## config.mk

```make
export PLATFORM = sky130hd
export DESIGN_NAME = data_break_ctl
export DESIGN_NICKNAME = d
export VERILOG_FILES = /design/src/rtl/data_break_ctl_pkg.sv /design/src/rtl/data_break_ctl_latency_ctr.sv /design/src/rtl/data_break_ctl.sv
export SDC_FILE = /design/constraint.sdc
export NUM_CORES = 1
export LEC_CHECK = 0
export ABC_AREA = 1
export BUFFER_PORTS_ARGS = -buffer_cell sky130_fd_sc_hd__clkbuf_2
export CAP_MARGIN = 20
export CORE_MARGIN = 2
export CORE_UTILIZATION = 35
export CTS_CLUSTER_DIAMETER = 120
export DETAILED_ROUTE_END_ITERATION = 10
export HOLD_SLACK_MARGIN = 0.06
export PLACE_DENSITY = 0.59
export SYNTH_ARGS = -nofsm -noshare
export SYNTH_HDL_FRONTEND = slang
export SYNTH_SLANG_ARGS = --single-unit
```

## constraint.sdc

```tcl
create_clock -name clk -period 1.3 [get_ports clk]
set_clock_uncertainty 0.05 [all_clocks]
set_input_delay 0.26 -clock clk [delete_from_list [all_inputs] [get_ports clk]]
set_output_delay 0.26 -clock clk [all_outputs]
set_load 0.02 [all_outputs]
```

## src/rtl/data_break_ctl_pkg.sv

```systemverilog
// Shared types for the RK8E data-break controller: FSM states, transfer direction, latched request.
// Combinational only (no latency); no backpressure.
package db_types;

  localparam int DB_LAT_W = 3;

  typedef enum logic [2:0] {
    S_IDLE,
    S_WAIT_SLOT,
    S_MEM,
    S_XFER,
    S_DONE
  } dbSTATE_t;

  typedef enum logic {
    DIR_WR = 1'b0,
    DIR_RD = 1'b1
  } dbDIR_t;

  typedef struct packed {
    logic [0:14] addr;
    logic [0:11] data;
    dbDIR_t      dir;
  } db_req_t;

endpackage

```

## src/rtl/data_break_ctl_latency_ctr.sv

```systemverilog
// Loadable down-counter; last=1 while the count is 1, i.e. the final cycle of the memory wait.
// Latency: load/dec take effect on the next edge; no backpressure, stops at zero.
module db_latency_ctr
  import db_types::*;
(
  input  logic                clk,
  input  logic                reset,
  input  logic                load,
  input  logic [DB_LAT_W-1:0] load_val,
  input  logic                dec,
  output logic                last
);

  logic [DB_LAT_W-1:0] cnt;

  always_ff @(posedge clk) begin
    if (reset) begin
      cnt <= '0;
    end else if (load) begin
      cnt <= load_val;
    end else if (dec && cnt != '0) begin
      cnt <= cnt - 1'b1;
    end
  end

  assign last = (cnt == DB_LAT_W'(1));

endmodule

```

## src/rtl/data_break_ctl.sv

```systemverilog
// Single-channel data-break controller: waits for a CPU cycle boundary, stalls the CPU, runs one memory access.
// Latency: MEM_LAT+3 cycles from cycle_end to IDLE; requester holds data_break until break_in_prog.
module data_break_ctl
  import db_types::*;
#(
  parameter int MEM_LAT = 1
) (
  input  logic        clk,
  input  logic        reset,
  input  logic        clear,
  input  logic        cycle_end,
  input  logic        data_break,
  input  logic        to_disk,
  input  logic [0:14] dmaAddr,
  input  logic [0:11] dmaDout,
  output logic        break_in_prog,
  output logic [0:11] dmaDIN,
  output logic        dma_rd_valid,
  output logic        cpu_hold,
  output logic [0:14] mem_addr,
  output logic [0:11] mem_wdata,
  output logic        mem_we,
  output logic        mem_re,
  input  logic [0:11] mem_rdata
);

  dbSTATE_t state, state_nxt;
  db_req_t  req;
  logic     ctr_last;

  db_latency_ctr u_lat (
    .clk      (clk),
    .reset    (reset),
    .load     (state == S_MEM),
    .load_val (DB_LAT_W'(MEM_LAT)),
    .dec      (state == S_XFER),
    .last     (ctr_last)
  );

  // clear only aborts before memory is touched; once in MEM the access runs to completion
  always_comb begin
    state_nxt = state;
    case (state)
      S_IDLE:      if (data_break && !clear) state_nxt = S_WAIT_SLOT;
      S_WAIT_SLOT: begin
        if (clear)          state_nxt = S_IDLE;
        else if (cycle_end) state_nxt = S_MEM;
      end
      S_MEM:       state_nxt = S_XFER;
      S_XFER:      if (ctr_last) state_nxt = S_DONE;
      S_DONE:      state_nxt = S_IDLE;
      default:     state_nxt = S_IDLE;
    endcase
  end

  always_ff @(posedge clk) begin
    if (reset) begin
      state <= S_IDLE;
    end else begin
      state <= state_nxt;
    end
  end

  // Outputs are registered from the next state so they line up with the state they describe.
  always_ff @(posedge clk) begin
    if (reset) begin
      req           <= '0;
      break_in_prog <= 1'b0;
      dmaDIN        <= '0;
      dma_rd_valid  <= 1'b0;
      cpu_hold      <= 1'b0;
      mem_addr      <= '0;
      mem_wdata     <= '0;
      mem_we        <= 1'b0;
      mem_re        <= 1'b0;
    end else begin
      if (state == S_IDLE && state_nxt == S_WAIT_SLOT) begin
        req <= '{addr: dmaAddr, data: dmaDout, dir: dbDIR_t'(to_disk)};
      end else if (state == S_WAIT_SLOT && clear) begin
        req <= '0;
      end
      break_in_prog <= (state == S_IDLE) && (state_nxt == S_WAIT_SLOT);
      cpu_hold      <= (state_nxt == S_MEM) || (state_nxt == S_XFER) || (state_nxt == S_DONE);
      mem_we        <= (state_nxt == S_MEM) && (req.dir == DIR_WR);
      mem_re        <= (state_nxt == S_MEM) && (req.dir == DIR_RD);
      dma_rd_valid  <= (state_nxt == S_DONE) && (req.dir == DIR_RD);
      if (state_nxt == S_MEM) begin
        mem_addr <= req.addr;
        if (req.dir == DIR_WR) mem_wdata <= req.data;
      end
      if (state == S_XFER && ctr_last && req.dir == DIR_RD) begin
        dmaDIN <= mem_rdata;
      end
    end
  end

endmodule

```

==> flow_summary_export.csv <==
group,metric,value,unit
global_routing,grt_util_met3,3.90,%
global_routing,grt_overflow,0,
placed_design,placed_cells,610,
min_path,hold_path.class,"input pin to flop",
cts,clk_latency,0.35,ns
timing,period_minus_slack,1.33,ns
yosys,ys_dominant_reg_cell,"dfxtp_1",
timing,grt_setup_unrepaired,"yes",
yosys,yosys_warnings,0,
cells_and_area,fin_cells,651,
critical_path,crit_path_max_fanout,6,
route,avgViaCountPerCell,4.50,
timing,finalHoldViolations,0,
yosys,synthCells,414,
global_routing,grt_pass1_wl,12300,µm
cts,cts_tree,"done",
placed_design,place.gp.congestion,0.859,
timing,layout_setup_ws,-0.0316,ns
yosys,syn-num-nets,462,
yosys,yosysSeqAreaShare,50.0,%
route,post_drt_wl_per_cell,12.0,µm
cts,cts_buffers,9,
cells_and_area,fin_nets,586,
critical_path,criticalPathCategory,"flop to flop",
global_routing,grt_max_degree,37,
timing,setup_viol,13,
power_and_ir_drop,p_leak,1.98,nW
yosys,synth_edf_count,0,
power_and_ir_drop,p_seq_share,52.7,%
cells_and_area,area_growth,40.2,%
yosys,netlist_area,0.00313,mm²
placed_design,port_buffers,88,
yosys,synthArstFlopShare,0,%
floorplanning,num_rows,34,
floorplanning,coreArea,0.00868,mm²
yosys,synth_top_family_by_area,"simple AND/OR/NAND/NOR gates",
route,drc,0,
yosys,synthAdderAreaFrac,1.20,%
power_and_ir_drop,switching_share,26.4,%
global_routing,grtUsageTotal,15.6,%
yosys,ys_seq_elements,78,
route,drtIter0Drc,118,
yosys,synth_mux_area_share,0,%
floorplanning,die_w,98.5,µm
timing,worst_slew_pin_slew,0.270,ns
critical_path,worst_setup_path_end_kind,"flop",
floorplanning,die_y,98.5,µm
placed_design,post-place-ws,-0.0435,ns
cts,cts_max_level,3,
critical_path,startpoint_type,"flop",
timing,fin_crit_sh,102,%
route,wirelength,7790,µm
power_and_ir_drop,pwr-share-comb,10.8,%
critical_path,worstPathArrival,1.53,ns
timing,timing.slew.headroom,81.9,%
power_and_ir_drop,p_int,3.51,mW
global_routing,use_met1,20.9,%
timing,max_freq,0.751,GHz
yosys,synth.avg_cell_area,7.55,µm²
placed_design,hpwl,5070,µm
cells_and_area,antenna_cells,0,
power_and_ir_drop,power_density,1090,mW/mm²
cts,cts_sinks,78,
power_and_ir_drop,switching_power,1.26,mW
flow_run,maxCapViolations,0,
status,violations,"setup timing",
cts,clock_path_buffers,2,
yosys,synthXorXnorAreaFrac,0.280,%
power_and_ir_drop,clkPwrFrac,36.6,%
floorplanning,ioPinCount,89,
power_and_ir_drop,fin_total_pwr,4.77,mW
power_and_ir_drop,peakVddDrop,0.000688,V
global_routing,antenna_found_initial,0,
min_path,hold_depth,3,
route,drtAntennaViolNets,0,
floorplanning,die_area,0.00970,mm²
yosys,ys_types,25,
yosys,synth_compound_area_share,9.85,%
floorplanning,initial_utilization,36.0,%
cts,root_buffer,"clkbuf_8",
cells_and_area,nFillCells,899,
global_routing,busiest_layer,"met2",
route,vias,2927,
critical_path,reg2regPathDepth,8,
cells_and_area,drive_above_1_share,33.1,%
timing,drv_slew,0,
cts,cts.clk_slew.worst_paths,0.08,ns
status,status,"finished, violations left",
yosys,yosys.area_share.simple,28.1,%
global_routing,grt_pass1_vias,2689,
route,drt_first_pass_iters,4,
critical_path,cp.required,1.50,ns
global_routing,use_met2,24.3,%
-- final cells by class --
cell class              count  area [µm²]  share of cell area (%)
clock buffers              11         151                    3.45
clock inverters             5        41.3                   0.942
inverters                  53         201                    4.60
multi-input cells         262        1360                    31.0
flip-flops and latches     78        1570                    35.8
well taps                 108         135                    3.08
repair buffers            134         926                    21.1
-- per-layer routing --
layer	vias to the layer above	part of all wire [%]	routed length (µm)
met2	81	46	3570
met4	0	1.3	102
li1	1537	-	-
met3	8	5.5	429
met5	-	0	0
met1	1301	47	3700
-- power groups by stage --
stage / logic [mW] / registers, mW / clock network, mW
detailed placement: 0.438 / 2.57 / 0
finish: 0.513 / 2.51 / 1.74
CTS: 0.487 / 2.51 / 1.81
global placement: 0.435 / 2.56 / 0
global route: 0.570 / 2.52 / 1.90
floorplan: 0.225 / 2.59 / 0
-- worst max-delay path, stage by stage (launching register included) --
cell and delay [ns]:
dfxtp_2 0.33, inv_2 0.07, ha_4 0.13, inv_2 0.04, nor2_4 0.21, nand3_4 0.12
buf_8 0.17, nand2_4 0.06, a21oi_2 0.05
-- state kept, by name, indices dropped and copies added, names as in the netlist --
signal / cells
mem_wdata: 12
req: 28
mem_re: 1
state: 3
dma_rd_valid: 1
u_lat.cnt: 3
dmaDIN: 12
break_in_prog: 1
cpu_hold: 1
mem_addr: 15
mem_we: 1
-- cells by family (layout without fill, tap and decap cells) --
group                    Yosys count  in the layout
XOR/XNOR                           1              1
flip-flops                        78             78
AO/OA/AOI/OAI                     60             60
AND/OR/NAND/NOR                  198            198
buffers and inverters             74            203
adder cells (fa/ha/maj)            3              3
-- what timing repair did --
item,4_1_cts,5_1_grt
setup endpoints to repair,20,63
setup buffers,2,2
hold endpoints to repair,18,0
pin swaps,1,11
cloned,0,3
hold buffers,18,0
resized for setup,2,44
-- final timing paths --
check | slack [ns] | endpoint | start
worst min register to register | 0.41 | req[9] | req[9]
worst max register to register | -0.03 | dmaDIN[10] | u_lat.cnt[1]
worst min-delay path | 0.07 | req[11] | dmaDout[1]
worst max-delay path | -0.03 | dmaDIN[10] | u_lat.cnt[1]
-- cell usage after synthesis (3+ instances only) --
master | instances | share of area (%)
o21ai_0 | 16 | 2.6
buf_2 | 6 | 0.96
dfxtp_1 | 78 | 50
nand2_1 | 104 | 12
o21ai_1 | 26 | 4.2
nand3_1 | 23 | 3.7
nor2_4 | 3 | 1.1
nand4_1 | 13 | 2.6
buf_6 | 5 | 1.8
inv_1 | 52 | 6.2
nor2_2 | 7 | 1.4
ha_1 | 3 | 1.2
clkbuf_1 | 5 | 0.60
nor2_1 | 43 | 5.2
a21oi_1 | 16 | 2.6
-- metrics by stage --
step	TNS [ns]	hold slack (ns)	util (%)	area, µm²
5_1_grt	-3.12	0.0725	50.5	4380
3_3_place_gp	0	0.397	43.4	3770
6_report	-0.329	0.0724	50.5	4380
4_1_cts	0	0.0614	48.0	4170
2_1_floorplan	0	0.323	-	3130
3_5_place_dp	-0.737	0.401	43.4	3770
-- placed cells by master, fill, tap and decap left out, drive strengths merged --
master       count
nand2          106
inv             55
nor2            54
dlygate4sd3     18
ha               3
xor2             1
clkinv           1
clkbuf         101
clkinvlp         2
nand4           13
a21oi           17
o21ai           43
nand3           25
dfxtp           78
buf             26
No activity file was read; power rests on OpenSTA's default activity.
